--- src/rtl/repeated_sub_divider.sv ---
// Unsigned divider by repeated subtraction: start pulse, dividend and divisor
// loaded from a shared bus on consecutive cycles, sticky done.
module repeated_sub_divider #(
    parameter int WIDTH = 16
) (
    input  logic             clk,
    input  logic             rst,
    input  logic             start,
    input  logic [WIDTH-1:0] data_in,
    output logic             busy,
    output logic             done,
    output logic             div_by_zero,
    output logic [WIDTH-1:0] quotient,
    output logic [WIDTH-1:0] remainder
);

    typedef enum logic [2:0] {
        IDLE     = 3'd0,
        LOAD_DVD = 3'd1,
        LOAD_DVS = 3'd2,
        SUB      = 3'd3,
        DONE     = 3'd4
    } state_t;

    state_t           state, state_n;
    logic [WIDTH-1:0] divisor, divisor_n;
    logic [WIDTH-1:0] quotient_n, remainder_n;
    logic             dbz_n, busy_n, done_n;

    always_ff @(posedge clk) begin
        if (rst) begin
            state       <= IDLE;
            divisor     <= '0;
            quotient    <= '0;
            remainder   <= '0;
            div_by_zero <= 1'b0;
            busy        <= 1'b0;
            done        <= 1'b0;
        end else begin
            state       <= state_n;
            divisor     <= divisor_n;
            quotient    <= quotient_n;
            remainder   <= remainder_n;
            div_by_zero <= dbz_n;
            busy        <= busy_n;
            done        <= done_n;
        end
    end

    always_comb begin
        state_n     = state;
        divisor_n   = divisor;
        quotient_n  = quotient;
        remainder_n = remainder;
        dbz_n       = div_by_zero;

        case (state)
            IDLE: begin
                if (start) state_n = LOAD_DVD;
            end
            LOAD_DVD: begin
                remainder_n = data_in;
                quotient_n  = '0;
                dbz_n       = 1'b0;
                state_n     = LOAD_DVS;
            end
            LOAD_DVS: begin
                divisor_n = data_in;
                if (data_in == '0) begin
                    // Remainder keeps the dividend so software can see what was divided.
                    dbz_n      = 1'b1;
                    quotient_n = '1;
                    state_n    = DONE;
                end else begin
                    state_n = SUB;
                end
            end
            SUB: begin
                if (remainder >= divisor) begin
                    remainder_n = remainder - divisor;
                    quotient_n  = quotient + WIDTH'(1);
                end else begin
                    state_n = DONE;
                end
            end
            DONE: begin
                if (start) state_n = LOAD_DVD;
            end
            default: begin
                state_n     = IDLE;
                divisor_n   = '0;
                quotient_n  = '0;
                remainder_n = '0;
                dbz_n       = 1'b0;
            end
        endcase

        // Status flags are registered from the next state so they line up with it.
        busy_n = (state_n == LOAD_DVD) || (state_n == LOAD_DVS) || (state_n == SUB);
        done_n = (state_n == DONE);
    end

endmodule

--- config.mk ---
export PLATFORM = sky130hd
export DESIGN_NAME = repeated_sub_divider
export DESIGN_NICKNAME = d
export VERILOG_FILES = /design/src/rtl/repeated_sub_divider.sv
export SDC_FILE = /design/constraint.sdc
export NUM_CORES = 1
export LEC_CHECK = 0
export ABC_CLOCK_PERIOD_IN_PS = 7460
export BUFFER_PORTS_ARGS = -buffer_cell sky130_fd_sc_hd__buf_2
export CAP_MARGIN = 20
export CELL_PAD_IN_SITES_DETAIL_PLACEMENT = 0
export CELL_PAD_IN_SITES_GLOBAL_PLACEMENT = 1
export CORE_ASPECT_RATIO = 0.6
export CORE_MARGIN = 4
export CORE_UTILIZATION = 42
export CTS_CLUSTER_DIAMETER = 30
export DETAILED_ROUTE_END_ITERATION = 10
export PLACE_DENSITY_LB_ADDON = 0.1
export SYNTH_ARGS = -nofsm -noshare
export SYNTH_HDL_FRONTEND = slang
export SYNTH_SLANG_ARGS = --single-unit
--- constraint.sdc ---
create_clock -name clk -period 7.46 [get_ports clk]
set_clock_uncertainty 0.1 [all_clocks]
set_input_delay 1.119 -clock clk [delete_from_list [all_inputs] [get_ports clk]]
set_output_delay 1.119 -clock clk [all_outputs]
set_load 0.05 [all_outputs]
==> results.tsv <==
metric	value	unit
synth.area.top_cells	dfxtp_1, ha_1, nor2_1, a21oi_1, a22oi_1	
die_h	76.4	microns
fp.coreArea	0.00742	sq mm
dp_hpwl	6850	microns
vias	3174	
finalCriticalPeriod	3190	ps
crit_path_max_incr_delay	440	ps
gr-total-overflow	0	
rsz0062_at_grt	no	
timing.rr.end	remainder[6]	
clock-sinks	54	
antennaDiodeCount	0	
maxCapViolCount	0	
hp-start	remainder[0]	
synthArstFlopShare	0	
die_w	122	microns
critical_path.max_fanout	13	
clkTransAtPathRegs	70	ps
wl	9570	microns
std_cell_rows	24	
ff2ff_path_depth	10	
synth_common_cells	dfxtp_1, nor2_1, inv_1	
design.die.area	0.00932	sq mm
fmax	313	MHz
cts_made_buffers	5	
cts_root_buffer	clkbuf_16	
ant_nets	0	
cts_buffer_depth	2	
yosysMostFrequentCell	dfxtp_1	
critPathLaunchType	flop	
relSlewSlack	0.249	
synth_area	0.00327	sq mm
drive_above_1_share	0.178	
p_per_area	359	mW/mm^2
initial_utilization	0.441	
tightest_slew	1100	ps
cts_max_level	2	
tritoncts	built	
synth_seq_area_share	0.330	
port_buffers	53	
hold_end	remainder[0]	
synth_cells	403	
gp_congestion	0.830	
ys_types	59	
status	complete, no violations	
syn_nets	440	
hold_depth	2	
finalSetupViolations	0	
ys_ff_latch	54	
cp.required	7540	ps
grt_first_pass_wirelength	15600	microns
num_io_pins	54	
drc	0	
cp.arrival	3270	ps
drt_iter0_drc	310	
fill_cells	759	
synth_top_area_frac	0.330	
setup_tns	0	ps
r2r_slack	4270	ps
viasPerCell	5.79	
slew_violations	0	
postCtsSetupRepairBufs	0	
clock_latency	300	ps
placed_area	0.00358	sq mm
grt_pass1_vias	2844	
cp-end-kind	flop	
synthToLayoutAreaGrowth	13.9	%
synth_largest_area_cell	dfxtp_1	
avgSynthCellArea	8.12	sq um
grt_antenna_before_repair	0	
synth_warnings	0	
min_path_type	flop to flop	
grt_max_degree	46	
finalInstanceArea	0.00373	sq mm
cp_slowest_cell	a221o_1	
first_pass_iters	5	
period_share	0.428	
whs	376	ps
peakVddDrop	0.143	mV
synth_edf_count	0	
ctsResizeCount	0	
layout.nets	480	
wl_per_cell	17.5	microns
grt_usage	0.207	
hold_viol	0	
crit_type	flop to flop	
ys.flop_type	dfxtp_1	
crit_chain	inv_1 > ha_1 > fa_1 > nand2b_1 > a21oi_1 > o21bai_2 > a211oi_4 > a21o_4 > nor2_2 > a221o_1	
rr_startpoint	remainder[0]	
leakagePower	0.00148	uW
cts_hold_buffers	0	
## routing by layer
metal,track usage,part of all wire
met1,0.352,0.56
met2,0.256,0.37
met3,0.0482,0.068
met4,0.0313,0.0070
met5,0,0
## flip-flops by register name (all words and copies together), names as in the netlist
name         flops
busy             1
div_by_zero      1
divisor         16
done             1
quotient        16
remainder       16
state            3
## layout make-up
| cell class | instances | area, sq um | share of cell area |
|---|---|---|---|
| Inverter | 30 | 113 | 0.0302 |
| Clock inverter | 1 | 5.00 | 0.00134 |
| Sequential cell | 54 | 1080 | 0.290 |
| Multi-Input combinational cell | 299 | 1990 | 0.534 |
| Timing Repair Buffer | 53 | 265 | 0.0711 |
| Clock buffer | 7 | 143 | 0.0383 |
| Tap cell | 104 | 130 | 0.0349 |
## cells in the final DEF (no fill, tap or decap), types with 3 or more instances in the layout
master | Yosys | final
dfxtp_1 | 54 | 54
a21oi_1 | 28 | 28
o2bb2ai_1 | 6 | 6
nor2_1 | 48 | 48
and3_1 | 3 | 3
or3_1 | 3 | 3
o21ai_1 | 3 | 3
a211oi_2 | 4 | 4
and2_1 | 9 | 9
nor2b_1 | 5 | 4
o21a_1 | 8 | 8
inv_1 | 30 | 30
clkbuf_16 | 0 | 5
nand3_1 | 6 | 6
a211oi_1 | 3 | 3
xnor2_1 | 8 | 8
nor3_1 | 10 | 10
buf_2 | 3 | 53
o21bai_1 | 3 | 3
nand2b_1 | 5 | 5
nor4_1 | 5 | 5
mux2i_1 | 7 | 6
or2_2 | 4 | 4
a21o_1 | 5 | 5
nand2_1 | 25 | 25
a22oi_1 | 16 | 16
o22ai_1 | 4 | 4
a221o_1 | 8 | 8
ha_1 | 17 | 17
o21ai_0 | 19 | 19
a221oi_1 | 4 | 4
## how the worst max path moves through the flow
stage	endpoint	cells past startpoint	start	slack, ps
after floorplan	remainder[6]	11	remainder[0]	4420
after global placement	quotient[9]	8	data_in[6]	4340
after detailed placement	quotient[14]	8	data_in[6]	4280
after CTS	remainder[6]	10	remainder[0]	4320
after global routing	quotient[9]	10	remainder[0]	4100
final	remainder[6]	10	remainder[0]	4270
## per-stage QoR
step | setup WS, ps | instances | util | total power [uW]
4_1_cts | 4320 | 548 | 0.503 | 1330
5_1_grt | 4100 | 548 | 0.503 | 1430
3_5_place_dp | 4280 | 540 | 0.483 | 1090
6_report | 4270 | 548 | 0.503 | 1340
3_3_place_gp | 4340 | 540 | 0.483 | 1090
2_1_floorplan | 4420 | 403 | - | 945
## report_power, final
part           switching [uW]  internal (uW)  total [uW]
Sequential               46.3            327         373
Clock                     108            134         242
Combinational             458            264         722
Total                     612            725        1340
## cell families after synthesis
kind of cell               Yosys count  share of synthesized area
AOI/OAI and AO/OA                  133                      0.297
and+or+nand+nor                    131                      0.191
DFF                                 54                      0.330
buffers and inverters               50                     0.0631
adders and majority gates           18                     0.0711
xor gates and xnor gates            10                     0.0268
muxes                                7                     0.0214
## worst max-delay path: cells and delay by family (launching register included)
kind            cells  cell delay [ps]
buf+inv             1               50
simple gates        2              350
compound gates      5             1570
flops               1              350
fa+ha+maj           2              640
No activity file was read; power rests on OpenSTA's default activity.
